[config.mk]
export PLATFORM = sky130hd
export DESIGN_NAME = juez_carriles
export DESIGN_NICKNAME = d
export VERILOG_FILES = /design/src/rtl/juez_carriles.sv
export SDC_FILE = /design/constraint.sdc
export NUM_CORES = 1
export LEC_CHECK = 0
export CAP_MARGIN = 20
export CORE_ASPECT_RATIO = 0.75
export CORE_MARGIN = 2
export CORE_UTILIZATION = 30
export DETAILED_ROUTE_END_ITERATION = 16
export GPL_TIMING_DRIVEN = 0
export REMOVE_ABC_BUFFERS = 1
export SLEW_MARGIN = 15
export SYNTH_ARGS = -nofsm -noshare
export SYNTH_HDL_FRONTEND = slang
export SYNTH_SLANG_ARGS = --single-unit
export TNS_END_PERCENT = 30
[constraint.sdc]
create_clock -name clk -period 4.6 [get_ports clk]
set_input_delay 0.92 -clock clk [delete_from_list [all_inputs] [get_ports clk]]
set_output_delay 0.92 -clock clk [all_outputs]
set_load 0.02 [all_outputs]
[src/rtl/juez_carriles.sv]
// Judges drum-pad presses against falling notes on LANES lanes: per-lane hit windows,
// saturating score with combo multiplier, miss counting and game-over.
module juez_carriles #(
  parameter int LANES      = 5,
  parameter int POS_W      = 10,
  parameter int SCORE_W    = 13,
  parameter int TARGET_Y   = 410,
  parameter int WINDOW     = 16,
  parameter int MISS_LIMIT = 8,
  parameter int COMBO_STEP = 8,
  parameter int MAX_MULT   = 4
) (
  input  logic                   clk,
  input  logic                   reset,
  input  logic                   enable,
  input  logic [LANES-1:0]       botones,
  input  logic [LANES-1:0]       note_valid,
  input  logic [LANES*POS_W-1:0] note_y,
  output logic [SCORE_W-1:0]     score,
  output logic [7:0]             combo,
  output logic [2:0]             mult,
  output logic [3:0]             misses,
  output logic                   perdio,
  output logic [LANES-1:0]       leds
);

  localparam int CW    = $clog2(LANES + 1);
  localparam int SUM_W = SCORE_W + CW + 3;
  localparam logic [POS_W:0] WIN_LO   = (POS_W+1)'(TARGET_Y - WINDOW);
  localparam logic [POS_W:0] WIN_HI   = (POS_W+1)'(TARGET_Y + WINDOW);
  localparam logic [3:0]     MISS_MAX = 4'(MISS_LIMIT);
  localparam logic [2:0]     MULT_MAX = 3'(MAX_MULT);

  typedef enum logic [1:0] {WAIT, ARMED, DONE} laneState_t;
  typedef enum logic [1:0] {IDLE, PLAY, OVER} gameState_t;

  gameState_t       gameState;
  logic             enablePrev;
  logic [LANES-1:0] syncA, syncB, syncC, pressReg;
  logic [LANES-1:0] laneHit, laneMiss;
  logic             active, startGame;
  logic [CW-1:0]    hitCount, missCount;
  logic [SUM_W-1:0] scoreSum;
  logic [8:0]       comboSum, multStep;
  logic [CW+4:0]    missSum;
  logic [SCORE_W-1:0] scoreNext;
  logic [7:0]       comboNext;
  logic [3:0]       missesNext;
  logic [2:0]       multNext;

  assign startGame = (gameState == IDLE) && enable && !enablePrev;
  // Once the miss limit is reached the board freezes until the game-over state takes over.
  assign active    = (gameState == PLAY) && enable && (misses != MISS_MAX);
  assign perdio    = (gameState == OVER);

  always_ff @(posedge clk or negedge reset) begin
    if (!reset) begin
      syncA    <= '0;
      syncB    <= '0;
      syncC    <= '0;
      pressReg <= '0;
    end else begin
      syncA    <= botones;
      syncB    <= syncA;
      syncC    <= syncB;
      pressReg <= syncB & ~syncC;
    end
  end

  genvar gi;
  generate
    for (gi = 0; gi < LANES; gi++) begin : gLane
      logic [POS_W:0] posY;
      logic           inWin, past, newNote, hit, miss;
      laneState_t     state, stateNext;

      assign posY    = {1'b0, note_y[gi*POS_W +: POS_W]};
      assign inWin   = note_valid[gi] && (posY >= WIN_LO) && (posY <= WIN_HI);
      assign past    = note_valid[gi] && (posY > WIN_HI);
      assign newNote = !note_valid[gi] || (posY < WIN_LO);

      always_comb begin
        stateNext = state;
        hit       = 1'b0;
        miss      = 1'b0;
        case (state)
          WAIT: begin
            miss = pressReg[gi] || past;
            if (past)       stateNext = DONE;
            else if (inWin) stateNext = ARMED;
          end
          ARMED: begin
            hit  = pressReg[gi];
            miss = !pressReg[gi] && past;
            if (pressReg[gi] || past) stateNext = DONE;
          end
          DONE: begin
            miss = pressReg[gi];
            if (newNote) stateNext = WAIT;
          end
          default: stateNext = WAIT;
        endcase
      end

      always_ff @(posedge clk or negedge reset) begin
        if (!reset)         state <= WAIT;
        else if (startGame) state <= WAIT;
        else if (active)    state <= stateNext;
      end

      assign laneHit[gi]  = hit;
      assign laneMiss[gi] = miss;
    end
  endgenerate

  always_comb begin
    hitCount  = '0;
    missCount = '0;
    for (int i = 0; i < LANES; i++) begin
      hitCount  += CW'(laneHit[i]);
      missCount += CW'(laneMiss[i]);
    end
  end

  assign scoreSum   = SUM_W'(score) + SUM_W'(hitCount) * SUM_W'(mult);
  assign scoreNext  = (scoreSum[SUM_W-1:SCORE_W] != '0) ? '1 : scoreSum[SCORE_W-1:0];
  assign comboSum   = 9'(combo) + 9'(hitCount);
  assign comboNext  = (missCount != '0) ? 8'd0 : (comboSum[8] ? 8'hFF : comboSum[7:0]);
  assign missSum    = (CW+5)'(misses) + (CW+5)'(missCount);
  assign missesNext = (missSum >= (CW+5)'(MISS_LIMIT)) ? MISS_MAX : missSum[3:0];
  assign multStep   = 9'(combo / 8'(COMBO_STEP)) + 9'd1;
  assign multNext   = (multStep > 9'(MAX_MULT)) ? MULT_MAX : multStep[2:0];

  always_ff @(posedge clk or negedge reset) begin
    if (!reset) begin
      gameState  <= IDLE;
      enablePrev <= 1'b0;
      score      <= '0;
      combo      <= '0;
      mult       <= 3'd1;
      misses     <= '0;
      leds       <= '0;
    end else begin
      enablePrev <= enable;
      leds       <= '0;
      case (gameState)
        IDLE: begin
          if (startGame) begin
            gameState <= PLAY;
            score     <= '0;
            combo     <= '0;
            misses    <= '0;
            mult      <= 3'd1;
          end
        end
        PLAY: begin
          if (!enable)                gameState <= IDLE;
          else if (misses == MISS_MAX) gameState <= OVER;
          if (active) begin
            score  <= scoreNext;
            combo  <= comboNext;
            misses <= missesNext;
            mult   <= multNext;
            leds   <= laneHit;
          end
        end
        OVER: begin
          if (!enable) gameState <= IDLE;
        end
        default: gameState <= IDLE;
      endcase
    end
  end

endmodule

==> impl_summary.md <==
Run status
The run finished with clean final reports.

Pwr
The static leakage is 2.442 nW. The share of total power dissipated in the clock network is between 30% and 40%. Cell internal power was estimated by the tool at 1.436 mW.

Summed over all nets, the switching power comes to around 0.74 mW. VDD sags by at most between 0.2 and 0.25 mV. Combinational logic burns between 30% and 40% of the power. Registers are responsible for between 30% and 40% of the overall power. The switching share of total power is ~34%.

Power spread over the standard cell area amounts to 392.4 mW/mm^2.

Global routing
The number of antenna violations at the first check in global routing is 0. The met3 usage is 4.014%. The overall track demand over capacity in global routing is roughly 14%.

The global route total overflow is 0. The via count of the first global-routing pass is roughly 3400. The fraction of met2 tracks used by global routing is between 20% and 30%. The layer flagged by global routing as most heavily used is met2. The first global-routing pass estimated ~16000 um of wire. Entering global routing, the biggest net connects 60 pins. The met1 capacity usage during global routing is between 10% and 20%.

Floorplan
The die span in y is between 100 and 150 um. The initial core utilization is 30.68%. The area of the core region is roughly 0.013 sq mm. The row count is 36. The number of ports placed on the die boundary is 97. The floorplan step defined a die boundary enclosing about 0.014 sq mm. The die outline width is between 100 and 150 um.

Timing
The number of max-slew violations in the final report is 0. The total count of hold-check failures in the final report is 0. The relative slew slack is 47.57%. The share of the cycle needed by the critical path after routing is 94.80%. Setup repair after global routing left no endpoint under its margin.

For this run, the top clock speed supported by timing is roughly 230 MHz. The setup clock skew after layout is between 8 and 9 ps. At the pin with the least slew margin, the transition time is a little under 800 ps. Setup total negative slack on the finished layout was measured at 0 ps. The worst-case setup margin in the final layout is ~240 ps. Setup violations remaining at the end of the flow were counted as 0. The time the final worst path needs with I/O delays and setup is between 4000 and 5000 ps.

Finish
The number of antenna cells inserted is 0. Cells with a size suffix above 1 make up a little under an eighth of the layout. After the last flow step, the layout net total stands at between 600 and 700. The number of cells in the finished layout apart from fillers is 685. The post-synthesis to final-layout area growth is 39.87%. The finished cells cover around 0.0055 sq mm. The filler cell count in the final layout is about 1200.

Placed design
In this run the tool buffered the top-level ports with between 90 and 100 buffer cells. The congestion estimate from routability-driven global placement came to between 0.8 and 0.9. OpenSTA, run right after detailed placement, puts the worst setup slack at -529.7 ps. Once placement finished, the instance area stood at ~0.0051 sq mm. After detailed placement, the design holds a cell count of between 600 and 700.

The half-perimeter wire length of the detailed placement result is slightly above 7000 um.

Setup path
STA classifies the critical path startpoint as a flop. The worst setup path is captured at a flop. Data on the critical path is required at its endpoint by roughly 4800 ps. The beginning of the worst register-to-register path is gLane[1].state[0]. The critical path class is reg -> reg. The arrival time reported for the critical path endpoint is about 4600 ps. The maximum fanout count along the critical path is 4. The launching instance or port of the critical path is gLane[1].state[0].

Yosys
The most common flop cell mapped by yosys is sky130_fd_sc_hd__dfrtp_1. Synthesis handed over a netlist of 400 instances. Sorting the synthesized cells by how often they occur yields sky130_fd_sc_hd__dfrtp_1 (65), sky130_fd_sc_hd__nand2_1 (34), sky130_fd_sc_hd__nor2_1 (28), sky130_fd_sc_hd__o21ai_0 (28), sky130_fd_sc_hd__inv_1 (23). The sequential area share after synthesis is 41.67%.

For this run, the number of Yosys warnings is 0. The mean cell area of the mapped netlist is ~9.9 sq um. By area the synthesized netlist is led by sky130_fd_sc_hd__dfrtp_1 (41%), sky130_fd_sc_hd__ha_1 (6.0%), sky130_fd_sc_hd__fa_1 (5.6%). Of the post-synthesis cell area, the dominant cell type holds 41.01%. The number of enable-type register cells in the synthesized netlist is 0.

The leading cell type by number of instances after synthesis is sky130_fd_sc_hd__dfrtp_1. The synthesized cell area is about 0.0040 sq mm. Of all flip-flops after synthesis, the portion carrying an async set or reset was 100.0%. The number of different library cells used by synthesis comes to between 60 and 70. Counting flops and latches in the post-synthesis netlist gives 66. The most area-hungry cell type in the Yosys netlist is sky130_fd_sc_hd__dfrtp_1.

Worst hold path
In this run the worst hold path is classified as reg -> reg. The hold path startpoint is syncA[2].

CTS
The clock drives 66 sinks. The clock network latency to the later pin of the worst-skew pair is ~340 ps. The number of hold buffers added after CTS was 0. The clock tree synthesis step divided the H-tree into 3 levels.

After clock tree synthesis, the clock-pin slew on the worst setup and hold paths is roughly 60 ps. The TritonCTS clock tree is done. The number of buffers on the longest clock path is 2. The cell chosen for the clock root is sky130_fd_sc_hd__clkbuf_16. TritonCTS created 9 clock buffers.

Drt
In the final routed layout, each cell accounts on average for approximately 14 um. The via count normalized by instance count is just under 5. The sum of routed wire length over all layers is 9627 um. For this run, design rule violations remaining after detail routing come to 0.

The number of nets still failing antenna checks after routing is 0. The detailed router placed ~3400 vias in this run. In this run, the number of DRC markers left after iteration 0 of detailed routing was 149. The first detailed-routing pass took 4 iterations.

Job
Across the run, the number of max-cap violations was 0.
==> metrics by stage <==
step,utilization [%],total power [mW],hold slack (ps)
finish,42.92,2.177,344.9
global route,42.92,2.327,353.4
CTS,42.43,2.192,348.7
detailed placement,39.56,1.473,335.5
global placement,39.14,1.431,333.3
floorplan,-,1.179,331.2
==> layout make-up <==
type | count | area [sq um] | area share (%)
multi-input combinational | 299 | 2208 | 39.81
sequential | 66 | 1653 | 29.79
timing repair buffer | 109 | 1080 | 19.46
clock buffer | 9 | 225.2 | 4.060
tap | 171 | 214.0 | 3.857
inverter | 24 | 90.09 | 1.624
clock inverter | 7 | 77.57 | 1.398
==> sequential cells by signal (all words and copies together) (netlist names), 5 cells and up <==
register and count:
syncB 5, syncC 5, pressReg 5, combo 8, leds 5, syncA 5
gLane.state 10, score 13
==> cell usage in the layout (no fill, tap or decap), types with 5 or more instances in the layout <==
cell type | synthesis | layout
sky130_fd_sc_hd__a31o_2 | 7 | 7
sky130_fd_sc_hd__o31ai_1 | 8 | 7
sky130_fd_sc_hd__o21ai_0 | 28 | 26
sky130_fd_sc_hd__and3_1 | 5 | 5
sky130_fd_sc_hd__nand3b_1 | 7 | 7
sky130_fd_sc_hd__a21oi_1 | 20 | 19
sky130_fd_sc_hd__clkbuf_16 | 0 | 9
sky130_fd_sc_hd__mux2i_1 | 5 | 5
sky130_fd_sc_hd__fa_1 | 11 | 9
sky130_fd_sc_hd__nand3_1 | 11 | 11
sky130_fd_sc_hd__nor3_1 | 12 | 11
sky130_fd_sc_hd__a22o_1 | 6 | 6
sky130_fd_sc_hd__nor2_1 | 28 | 28
sky130_fd_sc_hd__nor2b_1 | 12 | 12
sky130_fd_sc_hd__buf_4 | 1 | 12
sky130_fd_sc_hd__inv_1 | 23 | 22
sky130_fd_sc_hd__a21o_1 | 14 | 14
sky130_fd_sc_hd__clkdlybuf4s50_1 | 0 | 95
sky130_fd_sc_hd__dfrtp_1 | 65 | 65
sky130_fd_sc_hd__o211ai_1 | 5 | 5
sky130_fd_sc_hd__ha_1 | 19 | 18
sky130_fd_sc_hd__nand2_1 | 34 | 34
sky130_fd_sc_hd__a211oi_1 | 7 | 7
==> layer usage <==
layer / share of wire, % / routed length (um) / up-vias
met5: 0 / 0 / -
met4: 0.93 / 90 / 0
met3: 5.1 / 488 / 7
met2: 47 / 4565 / 87
met1: 47 / 4482 / 1633
li1: - / - / 1677
==> cell families after synthesis <==
logic type      after synthesis  share of synthesized area [%]
compound gates              123                          21.64
xor+xnor                      6                          1.325
fa+ha+maj                    30                          11.55
buf+inv                      35                          4.322
flops                        66                          41.67
mux                           5                          1.262
simple gates                135                          18.23
==> critical path: stages, from the launching register on <==
cell	delay (ps)
sky130_fd_sc_hd__dfrtp_1	360
sky130_fd_sc_hd__nand2_1	70
sky130_fd_sc_hd__or2_4	240
sky130_fd_sc_hd__fa_1	500
sky130_fd_sc_hd__fa_2	350
sky130_fd_sc_hd__inv_2	80
sky130_fd_sc_hd__ha_4	150
sky130_fd_sc_hd__nand2_1	70
sky130_fd_sc_hd__fa_1	510
sky130_fd_sc_hd__fa_1	520
sky130_fd_sc_hd__inv_1	70
sky130_fd_sc_hd__fa_2	370
sky130_fd_sc_hd__a211o_1	320
sky130_fd_sc_hd__a21oi_4	170
sky130_fd_sc_hd__nand3b_1	190
sky130_fd_sc_hd__mux2i_1	210
sky130_fd_sc_hd__nor2_1	50
==> power by group through the flow <==
stage / Combinational, mW / Clock [mW] / Sequential, mW
after CTS: 0.716 / 0.710 / 0.765
final: 0.727 / 0.687 / 0.763
after global placement: 0.657 / 0 / 0.773
after floorplan: 0.387 / 0 / 0.792
after global routing: 0.810 / 0.737 / 0.780
after detailed placement: 0.692 / 0 / 0.781
==> final timing paths <==
path                       endpoint  slack [ps]  cells after the start
setup / recovery           score[9]         240                     16
hold / removal             syncB[2]         340                      0
setup reg to reg           score[9]         240                     16
hold reg to reg            syncB[2]         340                      0
max in group asynchronous   mult[0]        3640                      2
min in group asynchronous  syncA[3]         390                      1
==> what timing repair did <==
item,in CTS,in global routing
setup buffers,6,5
pin swaps,5,7
gates resized for setup,6,8
endpoints found under the setup margin,24,21
Power figures use the tool's default switching activity.
